`src/rtl/ctrl_pkg.sv`:
```
// Shared encodings for the multi-cycle RV32I control path: FSM states,
// opcodes, ALU operation codes and datapath mux selects.
package ctrl_pkg;

  localparam logic [3:0] S_FETCH     = 4'd0;
  localparam logic [3:0] S_DECODE    = 4'd1;
  localparam logic [3:0] S_MEMADR    = 4'd2;
  localparam logic [3:0] S_MEMREAD   = 4'd3;
  localparam logic [3:0] S_MEMWB     = 4'd4;
  localparam logic [3:0] S_MEMWRITE  = 4'd5;
  localparam logic [3:0] S_EXECR     = 4'd6;
  localparam logic [3:0] S_EXECI     = 4'd7;
  localparam logic [3:0] S_ALUWB     = 4'd8;
  localparam logic [3:0] S_JAL       = 4'd9;
  localparam logic [3:0] S_JALR      = 4'd10;
  localparam logic [3:0] S_JALR_LINK = 4'd11;
  localparam logic [3:0] S_BRANCH    = 4'd12;
  localparam logic [3:0] S_LUI       = 4'd13;
  localparam logic [3:0] S_TRAP      = 4'd14;

  typedef enum logic [3:0] {
    FETCH     = S_FETCH,
    DECODE    = S_DECODE,
    MEMADR    = S_MEMADR,
    MEMREAD   = S_MEMREAD,
    MEMWB     = S_MEMWB,
    MEMWRITE  = S_MEMWRITE,
    EXECR     = S_EXECR,
    EXECI     = S_EXECI,
    ALUWB     = S_ALUWB,
    JAL       = S_JAL,
    JALR      = S_JALR,
    JALR_LINK = S_JALR_LINK,
    BRANCH    = S_BRANCH,
    LUI       = S_LUI,
    TRAP      = S_TRAP
  } state_t;

  localparam logic [6:0] OP_LOAD   = 7'b0000011;
  localparam logic [6:0] OP_STORE  = 7'b0100011;
  localparam logic [6:0] OP_R      = 7'b0110011;
  localparam logic [6:0] OP_IMM    = 7'b0010011;
  localparam logic [6:0] OP_JAL    = 7'b1101111;
  localparam logic [6:0] OP_JALR   = 7'b1100111;
  localparam logic [6:0] OP_BRANCH = 7'b1100011;
  localparam logic [6:0] OP_LUI    = 7'b0110111;
  localparam logic [6:0] OP_AUIPC  = 7'b0010111;

  localparam logic [3:0] ALU_ADD  = 4'b0000;
  localparam logic [3:0] ALU_SUB  = 4'b0001;
  localparam logic [3:0] ALU_AND  = 4'b0010;
  localparam logic [3:0] ALU_OR   = 4'b0011;
  localparam logic [3:0] ALU_XOR  = 4'b0100;
  localparam logic [3:0] ALU_SLL  = 4'b0101;
  localparam logic [3:0] ALU_SRA  = 4'b0110;
  localparam logic [3:0] ALU_SRL  = 4'b0111;
  localparam logic [3:0] ALU_SLT  = 4'b1000;
  localparam logic [3:0] ALU_SLTU = 4'b1001;

  localparam logic [1:0] RS_ALUOUT  = 2'b00;
  localparam logic [1:0] RS_READ    = 2'b01;
  localparam logic [1:0] RS_ALURES  = 2'b10;
  localparam logic [1:0] RS_IMM     = 2'b11;

  localparam logic [1:0] SA_PC      = 2'b00;
  localparam logic [1:0] SA_OLDPC   = 2'b01;
  localparam logic [1:0] SA_RD1     = 2'b10;

  localparam logic [1:0] SB_RD2     = 2'b00;
  localparam logic [1:0] SB_IMM     = 2'b01;
  localparam logic [1:0] SB_FOUR    = 2'b10;

  localparam logic [2:0] IMM_I = 3'b000;
  localparam logic [2:0] IMM_S = 3'b001;
  localparam logic [2:0] IMM_B = 3'b010;
  localparam logic [2:0] IMM_U = 3'b011;
  localparam logic [2:0] IMM_J = 3'b100;

  function automatic logic [2:0] imm_src_of(input logic [6:0] op);
    case (op)
      OP_STORE:          return IMM_S;
      OP_BRANCH:         return IMM_B;
      OP_LUI, OP_AUIPC:  return IMM_U;
      OP_JAL:            return IMM_J;
      default:           return IMM_I;
    endcase
  endfunction

endpackage

```
`src/rtl/alu_decoder.sv`:
```
// Combinational ALU operation decode for register and immediate ALU ops.
module alu_decoder
  import ctrl_pkg::*;
#(
  parameter int ALU_CTRL_W = 4
) (
  input  logic [6:0]            op,
  input  logic [2:0]            funct3,
  input  logic                  funct7,
  output logic [ALU_CTRL_W-1:0] alu_ctrl
);

  logic       is_r;
  logic [3:0] code;

  always_comb begin
    is_r = (op == OP_R);
    code = ALU_ADD;
    case (funct3)
      // addi has no subtract form, so funct7 only matters for register ops
      3'd0:    code = (is_r && funct7) ? ALU_SUB : ALU_ADD;
      3'd1:    code = ALU_SLL;
      3'd2:    code = ALU_SLT;
      3'd3:    code = ALU_SLTU;
      3'd4:    code = ALU_XOR;
      3'd5:    code = funct7 ? ALU_SRA : ALU_SRL;
      3'd6:    code = ALU_OR;
      default: code = ALU_AND;
    endcase
    alu_ctrl = ALU_CTRL_W'(code);
  end

endmodule

```
`src/rtl/mc_control.sv`:
```
// Multi-cycle RV32I control FSM with memory handshake and bus watchdog.
// Optional performance counters enabled by defining MC_CONTROL_PERF_EN.
module mc_control
  import ctrl_pkg::*;
#(
  parameter int ALU_CTRL_W = 4,
  parameter int IMM_SRC_W  = 3,
  parameter int TIMEOUT    = 16
) (
  input  logic                  clk,
  input  logic                  rst_n,
  input  logic [6:0]            op,
  input  logic [2:0]            funct3,
  input  logic                  funct7,
  input  logic                  zero,
  input  logic                  lt,
  input  logic                  ltu,
  input  logic                  mem_ready,
  output logic                  mem_req,
  output logic                  MemWrite,
  output logic                  AdrSrc,
  output logic                  IRWrite,
  output logic                  PCWrite,
  output logic                  RegWrite,
  output logic [1:0]            ResultSrc,
  output logic [1:0]            ALUSrcA,
  output logic [1:0]            ALUSrcB,
  output logic [ALU_CTRL_W-1:0] ALUControl,
  output logic [IMM_SRC_W-1:0]  ImmSrc,
  output logic                  instr_done,
  output logic                  trap,
  output logic                  trap_cause
`ifdef MC_CONTROL_PERF_EN
  ,
  output logic [31:0]           cycle_cnt,
  output logic [31:0]           instret_cnt
`endif
);

  localparam int CW = (TIMEOUT > 0) ? $clog2(TIMEOUT + 1) : 1;
  localparam logic [CW-1:0] WD_LAST = (TIMEOUT > 0) ? CW'(TIMEOUT - 1) : '0;
  localparam bit WD_EN = (TIMEOUT > 0);

  state_t                state_q, state_d;
  logic [CW-1:0]         wait_q;
  logic                  cause_q;
  logic                  wd_hit;
  logic                  req;
  logic                  br_take;
  logic [ALU_CTRL_W-1:0] dec_alu;

  alu_decoder #(.ALU_CTRL_W(ALU_CTRL_W)) u_alu_decoder (
    .op       (op),
    .funct3   (funct3),
    .funct7   (funct7),
    .alu_ctrl (dec_alu)
  );

  always_comb begin
    case (funct3)
      3'b000:  br_take = zero;
      3'b001:  br_take = ~zero;
      3'b100:  br_take = lt;
      3'b101:  br_take = ~lt;
      3'b110:  br_take = ltu;
      3'b111:  br_take = ~ltu;
      default: br_take = 1'b0;
    endcase
  end

  always_comb begin
    state_d    = state_q;
    req        = 1'b0;
    MemWrite   = 1'b0;
    AdrSrc     = 1'b0;
    IRWrite    = 1'b0;
    PCWrite    = 1'b0;
    RegWrite   = 1'b0;
    ResultSrc  = RS_ALUOUT;
    ALUSrcA    = SA_PC;
    ALUSrcB    = SB_RD2;
    ALUControl = ALU_CTRL_W'(ALU_ADD);
    ImmSrc     = IMM_SRC_W'(imm_src_of(op));
    case (state_q)
      FETCH: begin
        req       = 1'b1;
        ALUSrcB   = SB_FOUR;
        ResultSrc = RS_ALURES;
        if (mem_ready) begin
          IRWrite = 1'b1;
          PCWrite = 1'b1;
          state_d = DECODE;
        end
      end
      DECODE: begin
        ALUSrcA = SA_OLDPC;
        ALUSrcB = SB_IMM;
        case (op)
          OP_LOAD, OP_STORE: state_d = MEMADR;
          OP_R:              state_d = EXECR;
          OP_IMM:            state_d = EXECI;
          OP_JAL:            state_d = JAL;
          OP_JALR:           state_d = JALR;
          OP_BRANCH:         state_d = BRANCH;
          OP_LUI:            state_d = LUI;
          OP_AUIPC:          state_d = ALUWB;
          default:           state_d = TRAP;
        endcase
      end
      MEMADR: begin
        ALUSrcA = SA_RD1;
        ALUSrcB = SB_IMM;
        state_d = (op == OP_LOAD) ? MEMREAD : MEMWRITE;
      end
      MEMREAD: begin
        req    = 1'b1;
        AdrSrc = 1'b1;
        if (mem_ready) state_d = MEMWB;
      end
      MEMWB: begin
        ResultSrc = RS_READ;
        RegWrite  = 1'b1;
        state_d   = FETCH;
      end
      MEMWRITE: begin
        req      = 1'b1;
        MemWrite = 1'b1;
        AdrSrc   = 1'b1;
        if (mem_ready) state_d = FETCH;
      end
      EXECR, EXECI: begin
        ALUSrcA    = SA_RD1;
        ALUSrcB    = (state_q == EXECI) ? SB_IMM : SB_RD2;
        ALUControl = dec_alu;
        state_d    = ALUWB;
      end
      ALUWB: begin
        ResultSrc = RS_ALUOUT;
        RegWrite  = 1'b1;
        state_d   = FETCH;
      end
      JAL: begin
        ALUSrcA   = SA_OLDPC;
        ALUSrcB   = SB_FOUR;
        ResultSrc = RS_ALUOUT;
        PCWrite   = 1'b1;
        state_d   = ALUWB;
      end
      JALR: begin
        ALUSrcA   = SA_RD1;
        ALUSrcB   = SB_IMM;
        ResultSrc = RS_ALURES;
        PCWrite   = 1'b1;
        state_d   = JALR_LINK;
      end
      JALR_LINK: begin
        ALUSrcA = SA_OLDPC;
        ALUSrcB = SB_FOUR;
        state_d = ALUWB;
      end
      BRANCH: begin
        ALUSrcA    = SA_RD1;
        ALUSrcB    = SB_RD2;
        ALUControl = ALU_CTRL_W'(ALU_SUB);
        ResultSrc  = RS_ALUOUT;
        PCWrite    = br_take;
        state_d    = FETCH;
      end
      LUI: begin
        ResultSrc = RS_IMM;
        RegWrite  = 1'b1;
        state_d   = FETCH;
      end
      default: begin
        ImmSrc  = '0;
        state_d = TRAP;
      end
    endcase

    wd_hit = WD_EN && req && !mem_ready && (wait_q == WD_LAST);
    if (wd_hit) state_d = TRAP;

    mem_req    = req;
    instr_done = (state_q != FETCH) && (state_q != TRAP) && (state_d == FETCH);
    trap       = (state_q == TRAP);
    trap_cause = cause_q;

    // Outputs read inactive while reset is held, even though state is FETCH
    if (!rst_n) begin
      mem_req    = 1'b0;
      MemWrite   = 1'b0;
      AdrSrc     = 1'b0;
      IRWrite    = 1'b0;
      PCWrite    = 1'b0;
      RegWrite   = 1'b0;
      ResultSrc  = '0;
      ALUSrcA    = '0;
      ALUSrcB    = '0;
      ALUControl = '0;
      ImmSrc     = '0;
      instr_done = 1'b0;
      trap       = 1'b0;
      trap_cause = 1'b0;
    end
  end

  always_ff @(posedge clk or negedge rst_n) begin
    if (!rst_n) begin
      state_q <= FETCH;
      wait_q  <= '0;
      cause_q <= 1'b0;
    end else begin
      state_q <= state_d;
      if (state_d != state_q || mem_ready) begin
        wait_q <= '0;
      end else if (req && wait_q != '1) begin
        wait_q <= wait_q + 1'b1;
      end
      if (state_q != TRAP && state_d == TRAP) cause_q <= wd_hit;
    end
  end

`ifdef MC_CONTROL_PERF_EN
  always_ff @(posedge clk or negedge rst_n) begin
    if (!rst_n) begin
      cycle_cnt   <= '0;
      instret_cnt <= '0;
    end else begin
      cycle_cnt <= cycle_cnt + 32'd1;
      if (instr_done) instret_cnt <= instret_cnt + 32'd1;
    end
  end
`endif

endmodule
```
`config.mk`:
```
export PLATFORM = sky130hd
export DESIGN_NAME = mc_control
export DESIGN_NICKNAME = d
export VERILOG_FILES = /design/src/rtl/ctrl_pkg.sv /design/src/rtl/alu_decoder.sv /design/src/rtl/mc_control.sv
export SDC_FILE = /design/constraint.sdc
export NUM_CORES = 1
export LEC_CHECK = 0
export ABC_AREA = 1
export CORE_MARGIN = 8
export CORE_UTILIZATION = 50
export CTS_CLUSTER_SIZE = 10
export DETAILED_ROUTE_END_ITERATION = 16
export GPL_ROUTABILITY_DRIVEN = 0
export GPL_TIMING_DRIVEN = 0
export PLACE_DENSITY = 0.84
export SLEW_MARGIN = 40
export SYNTH_ARGS = -nofsm -noshare
export SYNTH_HDL_FRONTEND = slang
export SYNTH_SLANG_ARGS = --single-unit
export TNS_END_PERCENT = 100
```
`constraint.sdc`:
```
create_clock -name clk -period 5 [get_ports clk]
set_input_delay 1 -clock clk [delete_from_list [all_inputs] [get_ports clk]]
set_output_delay 1 -clock clk [all_outputs]
set_load 0.005 [all_outputs]
```
Word level (Yosys, flattened, before mapping)
Cells that the tools add are included.
W data, S select, Z words.
{"block": "totals", "ff_bits": 10, "in_bits": 17, "word_cells": 112}
{"block": "op_classes", "eq_ne": 35, "reduce_logical": 29, "n_mux": 41, "addsub": 1, "n_bitwise": 3}
{"cell": "$pmux W4 S8", "count": 2}
{"cell": "$eq A4 B4 Y1 const B", "count": 8}
{"cell": "$pmux W4 S7", "count": 1}
{"cell": "$eq A7 B6 Y1 const B", "count": 3}
{"cell": "$eq A7 B7 Y1 const B", "count": 3}
{"cell": "$mux W4", "count": 5}
{"cell": "$mux W1", "count": 18}
{"cell": "$eq A4 B3 Y1 const B", "count": 4}
{"cell": "$reduce_or A3 Y1", "count": 5}
{"cell": "$eq A7 B5 Y1 const B", "count": 2}
{"cell": "$reduce_or A14 Y1", "count": 1}
{"cell": "$eq A3 B3 Y1 const B", "count": 4}
{"cell": "$pmux W2 S3", "count": 2}
{"cell": "$pmux W3 S4", "count": 1}
{"cell": "$reduce_or A2 Y1", "count": 6}
{"cell": "$mux W5", "count": 2}
{"cell": "$mux W3", "count": 3}
{"cell": "$eq A4 B2 Y1 const B", "count": 2}
{"cell": "$logic_not A4 Y1", "count": 2}
{"cell": "$pmux W4 S2", "count": 1}
{"cell": "$reduce_or A4 Y1", "count": 2}
{"cell": "$eq A7 B2 Y1 const B", "count": 1}
{"cell": "$logic_and A1 B1 Y1", "count": 7}
{"cell": "$eq A3 B2 Y1 const B", "count": 2}
{"cell": "other kinds (18)", "count": 22}

Depth between registers and ports, before layout
{"block": "logic_depth", "depth_word": 9, "mapped_depth": 14}

Modules after synthesis
A second synthesis with hierarchy kept.
{"block": "unflattened", "hier_cells": 230, "hier_area_um2": 1302.5}
{"module": "mc_control", "area_per_inst_um2": 1211.2, "n_inst": 1, "cells_per_inst": 208}
{"module": "alu_decoder", "area_per_inst_um2": 91.3, "n_inst": 1, "cells_per_inst": 22}

Least setup slack after synthesis
No wires, ideal clock.
{"block": "synth_path", "path_type": "in2out", "from": "input port op[1]", "to": "output port instr_done", "arrival_ns": 2.005, "slack_ns": 1.995, "path_stages": 10, "path_cell_list": "nand2_1 nor2_2 nand2_1 nand2_1 nor2_1 nand2_1 nand2_1 nand2_1 nand2_2 nor4_1"}
{"block": "synth_between", "elab_chain_len": 8}
{"item": "start, declared", "line_no": "mc_control.sv:12", "text": "input logic [6:0] op,"}
{"item": "$eq A7 B2 Y1 / $eq A7 B6 Y1 (equally long branches)", "line_no": "mc_control.sv:98, mc_control.sv:113"}
{"item": "$reduce_or A2 Y1", "line_no": "mc_control.sv:98", "text": "case (op)"}
{"item": "$pmux W4 S8", "line_no": "mc_control.sv:98"}
{"item": "$pmux W4 S8 *", "line_no": "mc_control.sv:84", "text": "case (state_q)"}
{"item": "$mux W4 *", "line_no": "mc_control.sv:181", "text": "if (wd_hit) state_d = TRAP;"}
{"item": "net state_d[2]", "line_no": "mc_control.sv:44", "text": "state_t state_q, state_d;"}
{"item": "$logic_not A4 Y1 *", "line_no": "mc_control.sv:184", "text": "instr_done = (state_q != FETCH) && (state_q != TRAP) && (state_d == FETCH);"}
{"item": "$logic_and A1 B1 Y1 *", "line_no": "mc_control.sv:184"}
{"item": "$mux W1 *", "line_no": "mc_control.sv:189", "text": "if (!rst_n) begin"}
{"item": "end, declared", "line_no": "mc_control.sv:30", "text": "output logic instr_done,"}
Mark *: on every way through the listed nets, which the timed path passes. The rest lies on a longest branch.

Worst setup path in the final report
{"block": "layout_path", "from": "input port rst_n", "to": "output port ALUSrcA[0]"}
{"block": "layout_between", "elab_chain_len": 1}
{"item": "start, declared", "line_no": "mc_control.sv:11", "text": "input logic rst_n,"}
{"item": "$mux W2", "line_no": "mc_control.sv:189"}
{"item": "end, declared", "line_no": "mc_control.sv:26", "text": "output logic [1:0] ALUSrcA,"}
Every way passes these cells.

==> impl_metrics.toml <==
[floorplan]
coreArea_mm2 = 0.00245
die_area_mm2 = 0.00445
initial_core_util_pct = 52.3
die_h_um = 66.7
rows = 18
die_w_um = 66.7
io_pins = 39

[global_routing]
grt_pass1_wl_mm = 5.73
grt-busiest-layer = "met2"
grt_overflow = 0
grt_pass1_vias = 1284
globalRouteMet1Util_pct = 21.5
antenna_found_initial = 0
grt_max_degree = 12
grt_util_met3_pct = 3.02
grtUsageTotal_pct = 15.9
grtUsageMet2_pct = 24.5

[clock_network]
cts-root-buf = "clkbuf_4"
hold_buffers = 0
cts_buffer_depth = 2
insertion_delay_ns = 0.28
cts_made_buffers = 3
cts_resized = 0
cts_sinks = 10
path_clk_slew_ns = 0.06
htree_levels = 1
cts_tree = "built"
postCtsSetupBuffers = 0

[synth]
yosysWarnings = 0
synth.avg_cell_area_um2 = 5.87
ys_seq_area_share_pct = 19.5
synth_fp_nets = 239
synth.distinct_cells = 32
syn_inst = 219
synth_seq_cells = 10
mappedNetlistArea_mm2 = 0.00128

[route]
vias = 1534
wl_per_cell_um = 11.9
drc = 0
vias_per_cell = 5.27
firstDrtPassIters = 4
ant_nets = 0
drt-initial-drc-count = 123
routed_wl_mm = 3.46

[sta]
period_needed_ns = 4.62
setup_viol = 0
maxSlewViolCount = 0
tightest_slew_ns = 0.478
post-route-period-util_pct = 92.4
clock_skew_ns = 0.00797
relSlewSlack_pct = 67.3
rsz0062_at_grt = "false"
setup_tns_ns = 0
hold_viol = 0
fmax_mhz = 216

[layout]
finalInstanceArea_mm2 = 0.00174
antenna-diode-count = 0
drive_gt1_share_pct = 11.9
syn_to_final_growth_pct = 35.3
nNetsFinal = 282

[placement]
placed_cell_area_mm2 = 0.00170
hpwlAfterDp_mm = 2.79
numPortBuffers = 38

[setup_path]
worst-path-max-fanout = 11
path_cells = "clkdlybuf4s50_1, clkbuf_1, clkinv_1, a2111oi_0, clkdlybuf4s50_1"
critical_path_arrival_ns = 3.62
path_class = "in -> out"
rr_startpoint = "wait_q[0]$_DFFE_PN0P_"
r2r_slack_ns = 3.05
cp_common_cell = "clkdlybuf4s50_1"
cp_data_required_time_ns = 4.00
max_stage_delay_ns = 0.76
worstReg2RegEnd = "wait_q[2]$_DFFE_PN0P_"
critical-path-slowest-cell = "clkdlybuf4s50_1"
cp-end-kind = "output pin"
reg2reg_depth = 13
critPathLaunchType = "input pin"

[power_and_ir_drop]
p_leak_nw = 0.878
peakVddDrop_uv = 200
swShare_pct = 26.4
power-per-cell-area_mw_per_mm2 = 111
comb_power_share_pct = 18.9
p_int_w = 0.000142
power.net_switching_w = 0.0000509
p_seq_share_pct = 41.8
p_clk_share_pct = 39.3

[job]
drv_cap = 0

[worst_hold_path]
hold_start = "wait_q[3]$_DFFE_PN0P_"
hold_end = "wait_q[3]$_DFFE_PN0P_"
min_path_type = "reg -> reg"
whs_path_depth = 2

[status]
status = "finished, final reports clean"
layout by cell type, fill, tap and decap left out, drive strengths merged, types with 2 or more instances in the layout:
master	synthesis	final
clkdlybuf4s50	0	38
a211oi	2	2
ha	3	3
a31oi	3	3
nor3	6	6
a21oi	8	8
o31ai	2	2
nand4	4	4
clkbuf	2	6
o211ai	2	2
nor2	39	39
nand2	66	66
xor2	3	3
nand3	19	19
o21ai	7	7
dfrtp	10	10
inv	35	35
worst max path at each step:
stage / slack, ns / startpoint / endpoint / cells after the start
6_report: 0.38 / rst_n / ALUSrcA[0] / 5
3_5_place_dp: 0.31 / rst_n / ALUSrcA[0] / 5
5_1_grt: 0.19 / rst_n / ALUSrcA[0] / 5
2_1_floorplan: 1.99 / op[1] / instr_done / 10
4_1_cts: 0.32 / rst_n / ALUSrcA[0] / 5
3_3_place_gp: 0.33 / rst_n / ALUSrcA[0] / 5
state kept, by name, summed over array words and instances, names as in the netlist:
register  cells
wait_q        5
state_q       4
cause_q       1
area by class of cell:
class | instances | area (um2)
Buffer | 2 | 17.5
Clock buffer | 4 | 36.3
Fill cell | 233 | 716
Inverter | 36 | 135
Multi-Input combinational cell | 171 | 882
Sequential cell | 10 | 250
Tap cell | 30 | 37.5
Timing Repair Buffer | 38 | 380
metal layers:
metal	part of all wire [%]	wire, um
met1	44	1540
met2	46	1590
met3	8.0	275
met4	1.5	51
met5	0	0
metrics by stage:
| stage | hold WS, ns | worst slack (ns) | power (W) | util (%) | cells |
|---|---|---|---|---|---|
| after floorplan | 0.512 | 1.99 | 0.0000970 | - | 219 |
| after detailed placement | 0.545 | 0.313 | 0.000119 | 69.4 | 287 |
| final | 0.559 | 0.379 | 0.000193 | 70.8 | 291 |
| after CTS | 0.560 | 0.316 | 0.000194 | 70.8 | 291 |
| after global routing | 0.589 | 0.194 | 0.000202 | 70.8 | 291 |
| after global placement | 0.533 | 0.328 | 0.000119 | 69.4 | 287 |
cell families after synthesis:
family	count (synthesis)	synth area share, %
buffers and inverters	38	11.9
xor gates and xnor gates	3	2.05
DFF	10	19.5
adders and majority gates	3	2.92
AOI/OAI and AO/OA	27	12.8
and+or+nand+nor	138	50.9
critical path, delay by kind of cell:
family	cells	cell delay, ns
buf+inv	4	2.15
compound gates	1	0.47
power groups by stage:
stage	Clock, W	Combinational (W)	Sequential, W
floorplan	0	0.0000146	0.0000824
global placement	0	0.0000362	0.0000824
detailed placement	0	0.0000362	0.0000824
CTS	0.0000769	0.0000364	0.0000808
global route	0.0000812	0.0000404	0.0000808
finish	0.0000759	0.0000365	0.0000808
synthesized netlist by cell type, drive strengths merged:
cell | n | share of area, %
or3 | 1 | 0.49
nand2 | 66 | 21
a2111oi | 1 | 0.68
inv | 35 | 10
xor2 | 3 | 2.0
ha | 3 | 2.9
o21ai | 7 | 2.7
clkbuf | 2 | 1.4
nor2 | 39 | 14
o211ai | 2 | 1.2
o221ai | 1 | 0.68
and2 | 1 | 0.49
nor4 | 1 | 0.49
nand4 | 4 | 1.9
a31oi | 3 | 1.5
a21oi | 8 | 3.1
o21bai | 1 | 0.58
nor3 | 6 | 2.7
clkinv | 1 | 0.29
nand3 | 19 | 9.0
a211oi | 2 | 1.2
o31ai | 2 | 1.2
dfrtp | 10 | 19
and3 | 1 | 0.49
(Power assumes the default switching activity.)
